$ cat config.mk
export PLATFORM = sky130hd
export DESIGN_NAME = dac_spi_tx
export DESIGN_NICKNAME = d
export VERILOG_FILES = /design/src/rtl/dac_spi_tx.sv
export SDC_FILE = /design/constraint.sdc
export NUM_CORES = 1
export LEC_CHECK = 0
export CAP_MARGIN = 20
export CORE_ASPECT_RATIO = 1.4
export CORE_MARGIN = 2
export CORE_UTILIZATION = 38
export DETAILED_ROUTE_END_ITERATION = 7
export PLACE_DENSITY = 0.66
export SYNTH_ARGS = -nofsm -noshare
export SYNTH_HDL_FRONTEND = slang
export SYNTH_SLANG_ARGS = --single-unit
$ cat constraint.sdc
create_clock -name clk -period 3.72 [get_ports clk]
set_input_delay 0.558 -clock clk [delete_from_list [all_inputs] [get_ports clk]]
set_output_delay 0.558 -clock clk [all_outputs]
set_load 0.02 [all_outputs]
$ cat src/rtl/dac_spi_tx.sv
// dac_spi_tx: serialises 12-bit DAC codes into 16-bit SPI frames
// ({ctrl nibble, code}, MSB first, SPI mode 0 timing with a lead-in
// half period after chip select falls and a gap after it rises).
//
// state  | meaning
// -------+--------------------------------------------------------------
// IDLE   | waiting for sample_valid; cs_n high, sclk low, mosi low
// LEAD   | cs_n low, first bit on mosi, one half period before sclk rises
// SHIFT  | 16 sclk periods; mosi advances on every falling sclk edge
// GAP    | cs_n high for two half periods; frame_done in first cycle
module dac_spi_tx #(
  parameter int         CLK_DIV   = 2,
  parameter logic [3:0] CTRL_BITS = 4'b0011
) (
  input  logic        clk,
  input  logic        rst_n,
  input  logic [11:0] sample,
  input  logic        sample_valid,
  output logic        sample_ready,
  output logic        dac_cs_n,
  output logic        dac_sclk,
  output logic        dac_mosi,
  output logic        busy,
  output logic        frame_done
);

  localparam logic [1:0] ST_IDLE  = 2'd0;
  localparam logic [1:0] ST_LEAD  = 2'd1;
  localparam logic [1:0] ST_SHIFT = 2'd2;
  localparam logic [1:0] ST_GAP   = 2'd3;

  // Half-period reload value for the divider down-counter.
  localparam logic [7:0] DIV_RELOAD = 8'(CLK_DIV - 1);

  logic [1:0]  state;
  logic [7:0]  div_cnt;
  logic [3:0]  bit_cnt;
  logic [15:0] frame;

  // Ready is only offered from IDLE and never while reset is asserted.
  assign sample_ready = rst_n && (state == ST_IDLE);

  // Frame sequencer: state, counters, shift register and all pin outputs.
  always_ff @(posedge clk) begin
    if (!rst_n) begin
      state      <= ST_IDLE;
      div_cnt    <= 8'd0;
      bit_cnt    <= 4'd0;
      frame      <= 16'd0;
      dac_cs_n   <= 1'b1;
      dac_sclk   <= 1'b0;
      dac_mosi   <= 1'b0;
      busy       <= 1'b0;
      frame_done <= 1'b0;
    end else begin
      frame_done <= 1'b0;
      case (state)
        ST_IDLE: begin
          dac_cs_n <= 1'b1;
          dac_sclk <= 1'b0;
          dac_mosi <= 1'b0;
          busy     <= 1'b0;
          bit_cnt  <= 4'd0;
          if (sample_valid) begin
            // The first bit goes out with chip select so it has a full
            // lead-in half period of setup before the first rising edge.
            frame    <= {CTRL_BITS, sample};
            dac_mosi <= CTRL_BITS[3];
            dac_cs_n <= 1'b0;
            busy     <= 1'b1;
            div_cnt  <= DIV_RELOAD;
            state    <= ST_LEAD;
          end
        end

        ST_LEAD: begin
          if (div_cnt == 8'd0) begin
            dac_sclk <= 1'b1;
            div_cnt  <= DIV_RELOAD;
            bit_cnt  <= 4'd0;
            state    <= ST_SHIFT;
          end else begin
            div_cnt <= div_cnt - 8'd1;
          end
        end

        ST_SHIFT: begin
          if (div_cnt == 8'd0) begin
            div_cnt <= DIV_RELOAD;
            if (dac_sclk) begin
              // Falling edge: advance to the next bit; the last bit is
              // held through the final low phase. Rotating (rather than
              // shifting) keeps the register contents intact.
              dac_sclk <= 1'b0;
              if (bit_cnt != 4'd15) begin
                dac_mosi <= frame[14];
                frame    <= {frame[14:0], frame[15]};
              end
            end else if (bit_cnt == 4'd15) begin
              dac_cs_n   <= 1'b1;
              dac_mosi   <= 1'b0;
              frame_done <= 1'b1;
              bit_cnt    <= 4'd0;
              state      <= ST_GAP;
            end else begin
              dac_sclk <= 1'b1;
              bit_cnt  <= bit_cnt + 4'd1;
            end
          end else begin
            div_cnt <= div_cnt - 8'd1;
          end
        end

        ST_GAP: begin
          // The gap is two half periods; bit_cnt marks which half we are
          // in so the 8-bit divider never needs to hold 2*CLK_DIV.
          if (div_cnt == 8'd0) begin
            div_cnt <= DIV_RELOAD;
            if (bit_cnt == 4'd0) begin
              bit_cnt <= 4'd1;
            end else begin
              bit_cnt <= 4'd0;
              div_cnt <= 8'd0;
              busy    <= 1'b0;
              state   <= ST_IDLE;
            end
          end else begin
            div_cnt <= div_cnt - 8'd1;
          end
        end

        default: begin
          state <= ST_IDLE;
        end
      endcase
    end
  end

endmodule

==> flow_summary.yaml, run 1 <==
clock_tree:
  cts_num_sinks: 35
  ctsResizeCount: 0
  clock_latency_ns: 0.29
  clkTransAtPathRegs_ns: 0.07
  clock_tree_from_tritoncts: "built"
  post_cts.repair.setup_buffers: 0
  clk_path_buf_depth: 2
  clock-root-buffer: "clkbuf_8"
  cts_made_buffers: 5
  ctsHoldBuffers: 0
  cts-htree-levels: 2
worst_setup_path:
  worst_r2r_endpoint: "frame[9]$_SDFFE_PN0P_"
  crit_path_max_fanout: 2
  reg2regPathDepth: 6
  path_delay_family: "buffers and inverters"
  cp_endpoint_kind: "output pin"
  crit_path_cell_trace: "clkdlybuf4s50_1 -> and2_1 -> clkdlybuf4s50_1"
  worstSetupStartpoint: "rst_n"
  critical_path.slowest_cell: "clkdlybuf4s50_1"
  worstSetupStartpointType: "primary input"
  r2r-start: "state[0]$_SDFFE_PN0P_"
  critPathKind: "primary input to output pin"
  cp_slowest_stage_delay_ns: 0.63
  critPathBufInv: 2
  critical_path.most_common_cell: "clkdlybuf4s50_1"
  cp.arrival_ns: 1.83
  setup.reg_to_reg.worst_slack_ns: 1.37
  crit_required_ns: 3.16
hold_path:
  min_delay_worst_endpoint: "frame[15]$_SDFFE_PN0P_"
  worstHoldPathType: "flop to flop"
  hp-start: "frame[15]$_SDFFE_PN0P_"
  hold_depth: 2
logic_synthesis:
  synth-edff-count: 0
  postSynth.asyncResetShare_pct: 0
  synth_cell_type_count: 50
  synth_area_leaders: "dfxtp_1, mux2i_1, o221a_2"
  synth_seq_area_share_pct: 35.33
  syn_inst: 216
  post-synth-top-area-cell: "dfxtp_1"
  ys_ff_latch: 35
  yosysTopAreaCellShare_pct: 35.33
  postSynth.topFlopCell: "dfxtp_1"
  syn-cell-area_um2: 1983
  synth_fp_nets: 238
  synth.avg_cell_area_um2: 9.181
  synthesis.yosys.warnings: 0
global_routing:
  first_global_vias: 1611
  number_of_antenna_violations_at_the_first_check_in_global_routing: 0
  grt.total_usage_pct: 16.46
  global_route_wire_length_before_repair_um: 7514
  pin_count_of_the_biggest_net_entering_global_routing: 43
  grt_remaining_overflow: 0
power_and_ir_drop:
  clock_power_share_pct: 18.6
  combPwrFrac_pct: 45.1
  cellInternalPower_w: 0.0008953
  total_leakage_power_nw: 0.8617
  pwr_density_nw_per_um2: 642.1
  seq_power_share_pct: 36.2
  power.switching_w: 0.0005854
  vdd.ir_drop.worst_v: 0.0002799
  power.switching_fraction_pct: 39.54
  total_power_w: 0.001481
place:
  dp.cells: 291
  buffers_added_on_ports: 20
  dp_hpwl_um: 3033
  finalWeightedCongestion: 0.7787
cells_and_area:
  final_cell_count_no_fill: 298
  mostFrequentLayoutCells: "dfxtp_1, nand2_1, clkdlybuf4s50_1, mux2i_1"
  layout-area-overhead-vs-synth_pct: 16.28
  drive_above_1_share_pct: 13.79
  nNetsFinal: 254
  antenna_cells: 0
  final_common_cell: "dfxtp_1"
  final.fill_count: 535
floorplan:
  pin_count: 21
  num_rows: 31
  chipWidth_um: 65.06
  core_area_um2: 5120
  die_area_um2: 5821
  start_util_pct: 38.73
  die_h_um: 89.48
sta:
  tns_ns: 0
  setup_viol: 0
  finalHoldViolCount: 0
  timing.clock.skew_ns: 0.004860
  worst_pin_slew_ns: 0.8241
  timing.slew.headroom_pct: 45.06
  number_of_max_slew_violations_in_the_final_report: 0
  highest_attainable_clock_frequency_ghz: 0.4196
  grt_setup_unrepaired: "false"
  layout_worst_path_cycle_share_pct: 64.07
  finalWorstPathRequiredPeriod_ns: 2.383
detailed_routing:
  drt_drc_violations_left: 0
  dr_vias: 1650
  per_cell_via_count_in_the_routed_design: 5.537
  drt_first_pass_iters: 4
  drt_first_iter_violations: 62
  wirelength_um: 4352
  post_drt_wl_per_cell_um: 14.60
  ant_nets: 0
flow_run:
  max_cap_violations: 0
outcome:
  status: "complete, no violations"
through the flow:
stage	setup slack (ns)	utilization (%)	instance area (um^2)	hold WS, ns
after floorplan	1.901	-	1983	0.4481
final	1.337	45.04	2306	0.4809
after CTS	1.330	45.04	2306	0.4835
after global placement	1.331	43.33	2218	0.4638
after detailed placement	1.330	43.33	2218	0.4770
after global routing	1.228	45.04	2306	0.5124
cell families (layout without fill, tap and decap cells):
logic type | after synthesis | count (layout) | synth area share (%)
buf+inv | 21 | 37 | 4.669
compound gates | 58 | 58 | 23.41
simple gates | 76 | 76 | 22.65
flops | 35 | 35 | 35.33
fa+ha+maj | 7 | 7 | 4.416
mux | 18 | 18 | 9.085
xor+xnor | 1 | 1 | 0.4417
routing by layer:
metal  wire length (um)  GRT usage, %  vias to the layer above
met1               1891         19.20                      777
met3                181         4.156                        8
met4                 91         7.576                        0
li1                   -             -                      833
met2               2187         28.40                       32
met5                  0             0                        -
power by group through the flow:
stage                     sequential (W)  combinational (W)  clock [W]
after floorplan                 0.000541           0.000517          0
after global placement          0.000543           0.000661          0
after detailed placement        0.000545           0.000668          0
after CTS                       0.000537           0.000672   0.000288
after global routing            0.000555           0.000737   0.000304
final                           0.000537           0.000668   0.000276
state kept, by name, indices dropped and copies added, names as in the netlist, 2 cells and up:
register  count
bit_cnt       4
div_cnt       8
frame        16
state         2
area by class of cell:
| class | instances | area, um^2 | share of cell area [%] |
|---|---|---|---|
| Clock inverter | 1 | 5.005 | 0.2170 |
| Inverter | 8 | 30.03 | 1.302 |
| Clock buffer | 6 | 82.58 | 3.581 |
| Sequential cell | 35 | 700.7 | 30.39 |
| Timing Repair Buffer | 22 | 215.2 | 9.333 |
| Multi-Input combinational cell | 160 | 1190 | 51.60 |
| Tap cell | 66 | 82.58 | 3.581 |
how the worst max path moves through the flow:
| stage | slack [ns] | cells past startpoint | endpoint |
|---|---|---|---|
| 6_report | 1.34 | 3 | sample_ready |
| 5_1_grt | 1.23 | 4 | sample_ready |
| 4_1_cts | 1.33 | 3 | sample_ready |
| 3_5_place_dp | 1.33 | 3 | sample_ready |
| 3_3_place_gp | 1.33 | 3 | sample_ready |
| 2_1_floorplan | 1.90 | 3 | sample_ready |
worst reg2reg max path, stage by stage, from the launching register on:
cell and delay, ns:
dfxtp_1 0.39, inv_1 0.08, ha_1 0.40, and2_1 0.34, a41oi_4 0.53, nor2_4 0.16, o221a_2 0.33
cell usage after synthesis (all sizes together) (2+ instances only):
library cell,instances
inv,8
ha,7
and3,2
a21oi,8
nor3,3
o221a,14
clkbuf,7
o211ai,3
nand3,7
buf,6
nand2b,2
a31oi,2
dfxtp,35
nor2b,7
nand2,24
nor2,11
a21boi,6
mux2i,18
or3b,2
and2,3
a41oi,2
o21ai,12
nor4,4
nand4,4
a21o,2
o21bai,2
Note: power is estimated with default switching activity, not from simulation.
==> run 2: changes to the inputs <==
Clock period 3.72 ns to 2.5 ns, I/O delays scaled along.
==> run 2 against run 1 <==
Net effect: clock power grew 88%; flip-flop and latch count is the same; register-to-register slack lost 0.93 ns; combinational power grew 56%; worst hold slack lost 0.0027 ns; clock skew grew 0.0021 ns; critical path type is now flop to output pin.
==> flow_summary.yaml, run 2 (synthesis gave the netlist of run 1 again) <==
detailed_routing:
  dr_vias: 1688
  ant_nets: 0
  drt_first_iter_violations: 82
  drt_drc_violations_left: 0
  post_drt_wl_per_cell_um: 14.88
  drt_first_pass_iters: 4
  wirelength_um: 4508
  per_cell_via_count_in_the_routed_design: 5.571
clock_tree:
  post_cts.repair.setup_buffers: 0
  cts-htree-levels: 2
  ctsResizeCount: 0
  cts_num_sinks: 35
  ctsHoldBuffers: 0
  clock-root-buffer: "clkbuf_8"
  clock_tree_from_tritoncts: "built"
  cts_made_buffers: 5
  clock_latency_ns: 0.30
  clkTransAtPathRegs_ns: 0.08
  clk_path_buf_depth: 2
worst_setup_path:
  crit_path_max_fanout: 8
  cp.arrival_ns: 1.79
  critPathBufInv: 2
  critical_path.slowest_cell: "clkdlybuf4s50_1"
  reg2regPathDepth: 6
  crit_path_cell_trace: "inv_1 -> ha_1 -> and2_1 -> clkdlybuf4s50_1"
  timing.critical_path.depth: 4
  path_delay_family: "buffers and inverters"
  worstSetupStartpointType: "flop"
  crit_required_ns: 2.12
  critPathKind: "flop to output pin"
  cp_endpoint_kind: "output pin"
  cp_slowest_stage_delay_ns: 0.61
floorplan:
  chipWidth_um: 65.06
  pin_count: 21
  die_area_um2: 5821
  die_h_um: 89.48
  core_area_um2: 5120
  num_rows: 31
  start_util_pct: 38.73
outcome:
  status: "complete, no violations"
cells_and_area:
  final_common_cell: "dfxtp_1"
  top_regs: "frame: 16 flops, div_cnt: 8 flops, bit_cnt: 4 flops"
  largest_register_ffs: 16
  final_design_area_no_fill_um2: 2361
  nNetsFinal: 258
  layout-area-overhead-vs-synth_pct: 19.05
  antenna_cells: 0
  mostFrequentLayoutCells: "dfxtp_1, nand2_1, clkdlybuf4s50_1, mux2i_1"
  drive_above_1_share_pct: 15.61
  largest-register: "frame"
sta:
  fin_worst_hold_slack_ns: 0.4782
  setup_viol: 0
  finalWorstPathRequiredPeriod_ns: 2.168
  timing.clock.skew_ns: 0.006993
  tns_ns: 0
  worst_pin_slew_ns: 0.6289
  layout_worst_path_cycle_share_pct: 86.74
  grt_setup_unrepaired: "false"
  highest_attainable_clock_frequency_ghz: 0.4612
  number_of_max_slew_violations_in_the_final_report: 0
  finalHoldViolCount: 0
  timing.slew.headroom_pct: 57.98
global_routing:
  pin_count_of_the_biggest_net_entering_global_routing: 43
  first_global_vias: 1615
  global_route_wire_length_before_repair_um: 7562
  grt_remaining_overflow: 0
  grt.total_usage_pct: 16.91
  number_of_antenna_violations_at_the_first_check_in_global_routing: 0
power_and_ir_drop:
  pwr_density_nw_per_um2: 998.6
  total_leakage_power_nw: 0.8919
  vdd.ir_drop.worst_v: 0.0003551
place:
  finalWeightedCongestion: 0.8132
  post_dp_cell_area_um2: 2248
  dp_hpwl_um: 3172
  buffers_added_on_ports: 20
flow_run:
  max_cap_violations: 0
hold_path:
  worstHoldPathType: "flop to flop"
  hold_depth: 2
==> run 2: changes by cell type in the layout (fill, tap and decap cells not counted), sizes merged <==
cell / change
buf: +4
bufinv: +1
clkbuf: -1
clkinv: +1
==> run 2: final timing paths <==
| check | startpoint | to | slack (ns) |
|---|---|---|---|
| min | frame[15]$_SDFFE_PN0P_ | frame[15]$_SDFFE_PN0P_ | 0.48 |
| max | state[0]$_SDFFE_PN0P_ | sample_ready | 0.33 |
| max reg2reg | state[0]$_SDFFE_PN0P_ | frame[8]$_SDFFE_PN0P_ | 0.44 |
| min reg2reg | frame[15]$_SDFFE_PN0P_ | frame[15]$_SDFFE_PN0P_ | 0.48 |
==> run 2: power by group <==
| group | internal (W) | switching [W] | total, W |
|---|---|---|---|
| Sequential | 0.000695 | 0.000105 | 0.000799 |
| Combinational | 0.000456 | 0.000584 | 0.00104 |
| Clock | 0.000297 | 0.000222 | 0.000519 |
| Total | 0.00145 | 0.000910 | 0.00236 |
==> run 2: layout make-up <==
class,count,area [um^2]
fill,523,2759
multi-input combinational,160,1190
sequential,35,700.7
timing repair buffer,26,245.2
tap,66,82.58
clock buffer,5,68.82
clock inverter,3,43.79
inverter,8,30.03
==> run 2: worst register-to-register path: stages, from the launching register on <==
cell     delay (ns)
dfxtp_1        0.38
inv_1          0.08
ha_1           0.34
and2_1         0.30
a41oi_4        0.42
nor2_4         0.15
o221a_2        0.30
==> run 2: routing by layer <==
metal  global-route usage (%)  up-vias  wire length (um)  share of wire, %
met5                        0        -                 0                 0
met4                    8.902        0               105               2.3
met3                    3.149       10               164               3.6
met2                    29.90       34              2237                50
met1                    19.37      803              2002                44
li1                         -      841                 -                 -
==> run 2: through the flow <==
step           instances  power (W)  setup WS [ns]  utilization [%]
2_1_floorplan        216   0.001575         0.7677                -
3_3_place_gp         295   0.001836         0.4772            43.92
3_5_place_dp         295   0.001856         0.4606            43.92
4_1_cts              303   0.002381         0.3135            46.11
5_1_grt              303   0.002522         0.2197            46.11
6_report             303   0.002358         0.3315            46.11
